`src/rtl/mem_port_arbiter_pkg.sv`:
```
// Shared definitions for the memory port arbiter: function codes, widths,
// error flag encodings and the arbiter FSM state type.
package mem_port_arbiter_pkg;

  // Default widths of the memory_unit interface.
  localparam int MEMORY_ADDR_WIDTH = 10;
  localparam int MEMORY_DATA_WIDTH = 64;

  // memory_unit function codes.
  localparam logic [1:0] GET_CONTENTS = 2'b01;
  localparam logic [1:0] SET_CONTENTS = 2'b10;

  // Sticky error flags reported on err.
  localparam logic [7:0] ARB_ERR_TIMEOUT = 8'h01;
  localparam logic [7:0] ARB_ERR_OVERRUN = 8'h02;

  typedef enum logic [1:0] {
    ST_IDLE  = 2'd0,
    ST_ISSUE = 2'd1,
    ST_WAIT  = 2'd2,
    ST_RESP  = 2'd3
  } arb_state_e;

endpackage

```
`src/rtl/mem_port_arbiter_req_slot.sv`:
```
// One pending-request slot: a pending flag plus the func/addr/wdata captured
// with the request strobe. The captured fields stay valid after the flag
// clears, so the arbiter can copy them in the same cycle it takes the grant.
//  clk, rst      clock, asynchronous active-low reset
//  capture_i     accept a new request (sets pending, captures fields)
//  clear_i       grant taken (clears pending)
//  func_i/addr_i/wdat_i   request fields to capture
//  pend_o        request pending
//  func_o/addr_o/wdat_o   captured request fields
module arb_req_slot #(
  parameter int ADDR_W = 10,
  parameter int DATA_W = 64
) (
  input  logic              clk,
  input  logic              rst,
  input  logic              capture_i,
  input  logic              clear_i,
  input  logic [1:0]        func_i,
  input  logic [ADDR_W-1:0] addr_i,
  input  logic [DATA_W-1:0] wdat_i,
  output logic              pend_o,
  output logic [1:0]        func_o,
  output logic [ADDR_W-1:0] addr_o,
  output logic [DATA_W-1:0] wdat_o
);

  logic              pend_q, pend_d;
  logic [1:0]        func_q, func_d;
  logic [ADDR_W-1:0] addr_q, addr_d;
  logic [DATA_W-1:0] wdat_q, wdat_d;

  // Capture and clear cannot coincide: capture needs the slot empty,
  // clear needs it full.
  always_comb begin
    pend_d = pend_q;
    func_d = func_q;
    addr_d = addr_q;
    wdat_d = wdat_q;
    if (capture_i) begin
      pend_d = 1'b1;
      func_d = func_i;
      addr_d = addr_i;
      wdat_d = wdat_i;
    end else if (clear_i) begin
      pend_d = 1'b0;
    end
  end

  always_ff @(posedge clk or negedge rst) begin
    if (!rst) begin
      pend_q <= 1'b0;
      func_q <= '0;
      addr_q <= '0;
      wdat_q <= '0;
    end else begin
      pend_q <= pend_d;
      func_q <= func_d;
      addr_q <= addr_d;
      wdat_q <= wdat_d;
    end
  end

  assign pend_o = pend_q;
  assign func_o = func_q;
  assign addr_o = addr_q;
  assign wdat_o = wdat_q;

endmodule

```
`src/rtl/mem_port_arbiter.sv`:
```
// Shares the single memory_unit port between the traversal engine
// (requester 0) and the execute unit (requester 1). Single-cycle requests are
// latched into pending slots, granted one at a time (round-robin, with lock
// holding off requester 0), issued to memory_unit with a one-cycle
// m_execute, and completed with a one-cycle done pulse to the owner.
//  clk, rst                 clock, asynchronous active-low reset
//  lock                     execute unit owns the port; req 0 stays pending
//  req0/1, func0/1, addr0/1, wdat0/1   request strobes and fields
//  done0/1, rdata           completion pulse and read data to the owner
//  m_execute, m_func, m_addr, m_wdata, m_ready, m_rdata   memory_unit side
//  busy                     transaction in flight
//  err                      sticky error flags (timeout, overrun)
module mem_port_arbiter
  import mem_port_arbiter_pkg::*;
#(
  parameter int ADDR_W  = MEMORY_ADDR_WIDTH,
  parameter int DATA_W  = MEMORY_DATA_WIDTH,
  parameter int TMO_CYC = 255
) (
  input  logic              clk,
  input  logic              rst,
  input  logic              lock,
  input  logic              req0,
  input  logic              req1,
  input  logic [1:0]        func0,
  input  logic [1:0]        func1,
  input  logic [ADDR_W-1:0] addr0,
  input  logic [ADDR_W-1:0] addr1,
  input  logic [DATA_W-1:0] wdat0,
  input  logic [DATA_W-1:0] wdat1,
  output logic              done0,
  output logic              done1,
  output logic [DATA_W-1:0] rdata,
  output logic              m_execute,
  output logic [1:0]        m_func,
  output logic [ADDR_W-1:0] m_addr,
  output logic [DATA_W-1:0] m_wdata,
  input  logic              m_ready,
  input  logic [DATA_W-1:0] m_rdata,
  output logic              busy,
  output logic [7:0]        err
);

  // Last WAIT count before the timeout fires; WAIT lasts TMO_CYC cycles.
  localparam logic [7:0] TMO_LAST = 8'(TMO_CYC - 1);

  arb_state_e        state_q, state_d;
  logic              owner_q, owner_d;
  logic              last_grant_q, last_grant_d;
  logic [7:0]        cnt_q, cnt_d;
  logic [1:0]        m_func_q, m_func_d;
  logic [ADDR_W-1:0] m_addr_q, m_addr_d;
  logic [DATA_W-1:0] m_wdata_q, m_wdata_d;
  logic [DATA_W-1:0] rdata_q, rdata_d;
  logic [7:0]        err_q, err_d;

  logic [1:0]        req_v;
  logic [1:0]        accept;
  logic [1:0]        clear;
  logic [1:0]        pend;
  logic [1:0]        elig;
  logic              grant_valid;
  logic              grant_sel;

  logic [1:0]        req_func [2];
  logic [ADDR_W-1:0] req_addr [2];
  logic [DATA_W-1:0] req_wdat [2];
  logic [1:0]        slot_func [2];
  logic [ADDR_W-1:0] slot_addr [2];
  logic [DATA_W-1:0] slot_wdat [2];

  assign req_v       = {req1, req0};
  assign req_func[0] = func0;
  assign req_func[1] = func1;
  assign req_addr[0] = addr0;
  assign req_addr[1] = addr1;
  assign req_wdat[0] = wdat0;
  assign req_wdat[1] = wdat1;

  genvar gi;
  for (gi = 0; gi < 2; gi++) begin : g_slot
    // A request is dropped while its own slot is full or while its own
    // transaction is still in flight (including the done cycle).
    assign accept[gi] = req_v[gi] && !pend[gi] &&
                        !((state_q != ST_IDLE) && (owner_q == 1'(gi)));
    assign clear[gi]  = grant_valid && (grant_sel == 1'(gi));

    arb_req_slot #(
      .ADDR_W (ADDR_W),
      .DATA_W (DATA_W)
    ) u_slot (
      .clk       (clk),
      .rst       (rst),
      .capture_i (accept[gi]),
      .clear_i   (clear[gi]),
      .func_i    (req_func[gi]),
      .addr_i    (req_addr[gi]),
      .wdat_i    (req_wdat[gi]),
      .pend_o    (pend[gi]),
      .func_o    (slot_func[gi]),
      .addr_o    (slot_addr[gi]),
      .wdat_o    (slot_wdat[gi])
    );
  end

  // Grant selection: lock makes requester 0 ineligible; with both eligible
  // the one that was not served last wins.
  always_comb begin
    elig      = {pend[1], pend[0] & ~lock};
    grant_sel = 1'b0;
    if (elig == 2'b11) begin
      grant_sel = ~last_grant_q;
    end else if (elig[1]) begin
      grant_sel = 1'b1;
    end
    grant_valid = (state_q == ST_IDLE) && (elig != 2'b00);
  end

  always_comb begin
    state_d      = state_q;
    owner_d      = owner_q;
    last_grant_d = last_grant_q;
    cnt_d        = cnt_q;
    m_func_d     = m_func_q;
    m_addr_d     = m_addr_q;
    m_wdata_d    = m_wdata_q;
    rdata_d      = rdata_q;
    err_d        = err_q;
    if ((req_v & ~accept) != 2'b00) begin
      err_d = err_d | ARB_ERR_OVERRUN;
    end
    case (state_q)
      ST_IDLE: begin
        if (grant_valid) begin
          owner_d   = grant_sel;
          m_func_d  = slot_func[grant_sel];
          m_addr_d  = slot_addr[grant_sel];
          m_wdata_d = slot_wdat[grant_sel];
          state_d   = ST_ISSUE;
        end
      end
      ST_ISSUE: begin
        state_d = ST_WAIT;
      end
      ST_WAIT: begin
        if (m_ready) begin
          rdata_d = m_rdata;
          state_d = ST_RESP;
        end else if (cnt_q == TMO_LAST) begin
          // Complete anyway so the requester is not stranded; rdata keeps
          // its previous value.
          err_d   = err_d | ARB_ERR_TIMEOUT;
          state_d = ST_RESP;
        end else begin
          cnt_d = cnt_q + 8'd1;
        end
      end
      ST_RESP: begin
        last_grant_d = owner_q;
        cnt_d        = '0;
        state_d      = ST_IDLE;
      end
      default: state_d = ST_IDLE;
    endcase
  end

  always_ff @(posedge clk or negedge rst) begin
    if (!rst) begin
      state_q      <= ST_IDLE;
      owner_q      <= 1'b0;
      last_grant_q <= 1'b1;
      cnt_q        <= '0;
      m_func_q     <= '0;
      m_addr_q     <= '0;
      m_wdata_q    <= '0;
      rdata_q      <= '0;
      err_q        <= '0;
    end else begin
      state_q      <= state_d;
      owner_q      <= owner_d;
      last_grant_q <= last_grant_d;
      cnt_q        <= cnt_d;
      m_func_q     <= m_func_d;
      m_addr_q     <= m_addr_d;
      m_wdata_q    <= m_wdata_d;
      rdata_q      <= rdata_d;
      err_q        <= err_d;
    end
  end

  assign m_execute = (state_q == ST_ISSUE);
  assign done0     = (state_q == ST_RESP) && !owner_q;
  assign done1     = (state_q == ST_RESP) && owner_q;
  assign busy      = (state_q != ST_IDLE);
  assign m_func    = m_func_q;
  assign m_addr    = m_addr_q;
  assign m_wdata   = m_wdata_q;
  assign rdata     = rdata_q;
  assign err       = err_q;

endmodule

```
`config.mk`:
```
export PLATFORM = sky130hd
export DESIGN_NAME = mem_port_arbiter
export DESIGN_NICKNAME = d
export VERILOG_FILES = /design/src/rtl/mem_port_arbiter_pkg.sv /design/src/rtl/mem_port_arbiter_req_slot.sv /design/src/rtl/mem_port_arbiter.sv
export SDC_FILE = /design/constraint.sdc
export NUM_CORES = 1
export LEC_CHECK = 0
export BUFFER_PORTS_ARGS = -buffer_cell sky130_fd_sc_hd__buf_2
export CAP_MARGIN = 0
export CORE_MARGIN = 10
export CORE_UTILIZATION = 53
export DETAILED_ROUTE_END_ITERATION = 12
export HOLD_SLACK_MARGIN = 0.08
export PLACE_DENSITY = 0.81
export SYNTH_ARGS = -nofsm -noshare
export SYNTH_HDL_FRONTEND = slang
export SYNTH_SLANG_ARGS = --single-unit
```
`constraint.sdc`:
```
create_clock -name clk -period 5.3 [get_ports clk]
set_clock_uncertainty 0.1 [all_clocks]
set_input_delay 0.795 -clock clk [delete_from_list [all_inputs] [get_ports clk]]
set_output_delay 0.795 -clock clk [all_outputs]
set_load 0.05 [all_outputs]
```
==> out/results.txt <==
Dominant cells by area after synthesis - sky130_fd_sc_hd__dfrtp_1, sky130_fd_sc_hd__mux2_2, sky130_fd_sc_hd__nand2_1
Number of global-route vias before repair - 8950
Average wire length per cell after detail routing - 20.8 um
Clk sink count - 308
Die outline height - 172 um
Initial cell density of the core - 0.540
Outcome - finished, final reports clean
Syn_area_per_cell - 13.7 um2
Share of layout cells above drive strength 1 - 0.486
Least setup slack across all paths after layout - 2240 ps
Clock network latency to the later pin of the worst-skew pair - 500 ps
Routed via count - 8413
Number of warning messages in the yosys log - 0
CTS clock-pin slew for the worst setup and hold paths - 60 ps
Crit path arrival time - 3330 ps
Pin count of the biggest net entering global routing - 115
Count of routing violations after the opening detailed-route iteration - 534
Sum of overflow across all layers after global routing - 0
VDD IR-drop max - 0.379 mV
Worst-case register-to-register setup slack - 2240 ps
CTS buffer count - 34
Share of async-settable or async-resettable flops after synthesis - 1.00
Final Hold Vio Count - 0
Pwr per Cell Area - 744 nW/um2
Path type of the worst setup path - flip-flop to flip-flop
Reported max-cap violation count - 0
Share of power burned in combinational logic - 0.442
Number of slew-limit violations in the final report - 0
Unrepaired setup endpoints after global routing - false
Site row count - 55
Data required time at the worst endpoint - 5570 ps
Buffers added on ports - 367
Clock tree from TritonCTS - done
Max transition margin - 0.217
Buffer cell driving the clock tree root - sky130_fd_sc_hd__clkbuf_16
Finish-stage setup viols - 0
Per-cell via count in the routed design - 5.37
Cell taking the most area after synthesis - sky130_fd_sc_hd__dfrtp_1
Final design utilization - 0.676
Area of the placeable core - 22700 um2
Type of origin of the critical path - flip-flop
Share of total power consumed by net switching - 0.428
Leakage component of the power - 7.62 nW
Die extent in x - 172 um
Cell Int Power - 6.53 mW
CP endpoint kind - flip-flop
Number of ports placed on the die boundary - 374
Maximum clock path buffer count - 3
Wirelength, routed - 32600 um
Path category of the worst min-delay check - input port to async pin
Fraction of the yosys area taken by sequential cells - 0.628
Post-synthesis to final-layout area growth - 25.2%
Antenna violations before repair - 13
Number of distinct library cell variants in the gate-level netlist after synthesis - 41
Global router's overall resource usage - 0.215
Iteration count of the initial detailed-routing pass - 4
Upper clock frequency limit - 327 MHz
Tcrit/Tclk final - 0.577
Top cells by count, synth - sky130_fd_sc_hd__dfrtp_1, sky130_fd_sc_hd__mux2_2, sky130_fd_sc_hd__nand2_1
Post-layout minimum cycle time - 3060 ps
Flop pwr share - 0.365
Number of levels the H-tree was split into - 2
Worst Max-Slew Pin Slew - 1170 ps
Number of nets with antenna violations after detailed routing - 0
Post-Synthesis Cells - 893
Count of unresolved DRC violations after routing - 0
Setup TNS after final layout - 0 ps
Hold buffers post-CTS - 0
Post-synthesis instance area - 12300 um2
Leading cell type by number of instances after synthesis - sky130_fd_sc_hd__dfrtp_1
GP Congestion - 0.802
Seq cells post-synth - 308
Post_cts resized - 0
Wire length of the first global-routing pass - 49600 um
Fraction of post-synthesis cell area in the top cell type by area - 0.626
Part of the power in the clock network - 0.193
Setup WS pre-CTS - 2280 ps
Top_reg_cell synth - sky130_fd_sc_hd__dfrtp_1
Floorplan die area - 29600 um2
Post-CTS Setup Inserts - 0
Placed wire-length estimate - 23500 um
Count of flip-flops with a built-in enable after synthesis - 0
Number of nets at the end of the flow - 1479
Crit-path max FO - 56
Switching Power - 4.89 mW
==> state kept, by name, summed over array words and instances, names as in the netlist <==
signal	cells
last_grant_q	1
g_slot.u_slot.func_o	4
state_q	2
m_addr	10
m_wdata	64
owner_q	1
cnt_q	8
m_func	2
rdata	64
err	2
g_slot.u_slot.wdat_o	128
g_slot.u_slot.pend_o	2
g_slot.u_slot.addr_o	20
==> per-stage QoR <==
stage                     power (mW)  instance area, um2  hold WS (ps)  std cells
after floorplan                 7.94               12300           332        898
after global placement          9.09               14300           344       1500
after detailed placement        9.27               14300           348       1500
after CTS                       11.5               15300           285       1556
after global routing            12.1               15300           309       1561
final                           11.4               15400           242       1566
==> layout by cell type (no fill, tap or decap), drive strengths merged, types with 4 or more instances in the layout <==
cell / count
mux2: 218
nand3: 6
a22oi: 41
dfrtp: 307
ha: 6
conb: 6
nand2: 127
clkinv: 7
buf: 376
clkbuf: 46
inv: 8
mux2i: 36
o21ai: 44
a21oi: 4
diode: 10
nand3b: 4
==> power groups by stage <==
| stage | combinational [mW] | sequential (mW) | clock (mW) |
|---|---|---|---|
| 2_1_floorplan | 2.12 | 5.82 | 0 |
| 3_3_place_gp | 4.96 | 4.13 | 0 |
| 3_5_place_dp | 5.09 | 4.19 | 0 |
| 4_1_cts | 5.11 | 4.17 | 2.25 |
| 5_1_grt | 5.39 | 4.32 | 2.36 |
| 6_report | 5.05 | 4.17 | 2.20 |
==> layout make-up <==
type                    instances  area (um2)
multi-input cells             524        4270
fillers                      1676        7350
diodes                         10        25.0
flip-flops and latches        308        7710
well taps                     285         357
inverters                       7        26.3
repair buffers                376        1950
clock buffers                  46         917
clock inverters                10         104
==> critical path: stages, from the launching register on <==
cell and delay (ps):
sky130_fd_sc_hd__dfrtp_1 420, sky130_fd_sc_hd__inv_1 100, sky130_fd_sc_hd__ha_1 370, sky130_fd_sc_hd__nor2b_1 150, sky130_fd_sc_hd__nor3b_4 960, sky130_fd_sc_hd__buf_12 390
sky130_fd_sc_hd__mux2_2 390
==> cells by family after synthesis <==
group                      Yosys count  share of synthesized area
buffers and inverters               66                     0.0278
DFF                                308                      0.628
AOI/OAI and AO/OA                  100                     0.0524
adders and majority gates            6                    0.00612
muxes                              254                      0.229
and+or+nand+nor                    158                     0.0555
other                                1                   0.000306
==> per-layer routing <==
metal  part of all wire  GRT usage
met5             0.0012          0
met3              0.091     0.0682
met1               0.36      0.239
met2               0.51      0.375
met4              0.031     0.0843
==> path summary, 6_finish.rpt <==
check,end,cells past startpoint,startpoint
max,g_slot[1].u_slot.wdat_o[30],6,state_q[1]
min,rdata[1],1,rst
max reg2reg,g_slot[1].u_slot.wdat_o[30],6,state_q[1]
min reg2reg,m_wdata[57],2,g_slot[1].u_slot.wdat_o[57]
max in group asynchronous,g_slot[0].u_slot.wdat_o[30],2,rst
min in group clk,m_wdata[57],2,g_slot[1].u_slot.wdat_o[57]
Note: power is estimated with default switching activity, not from simulation.
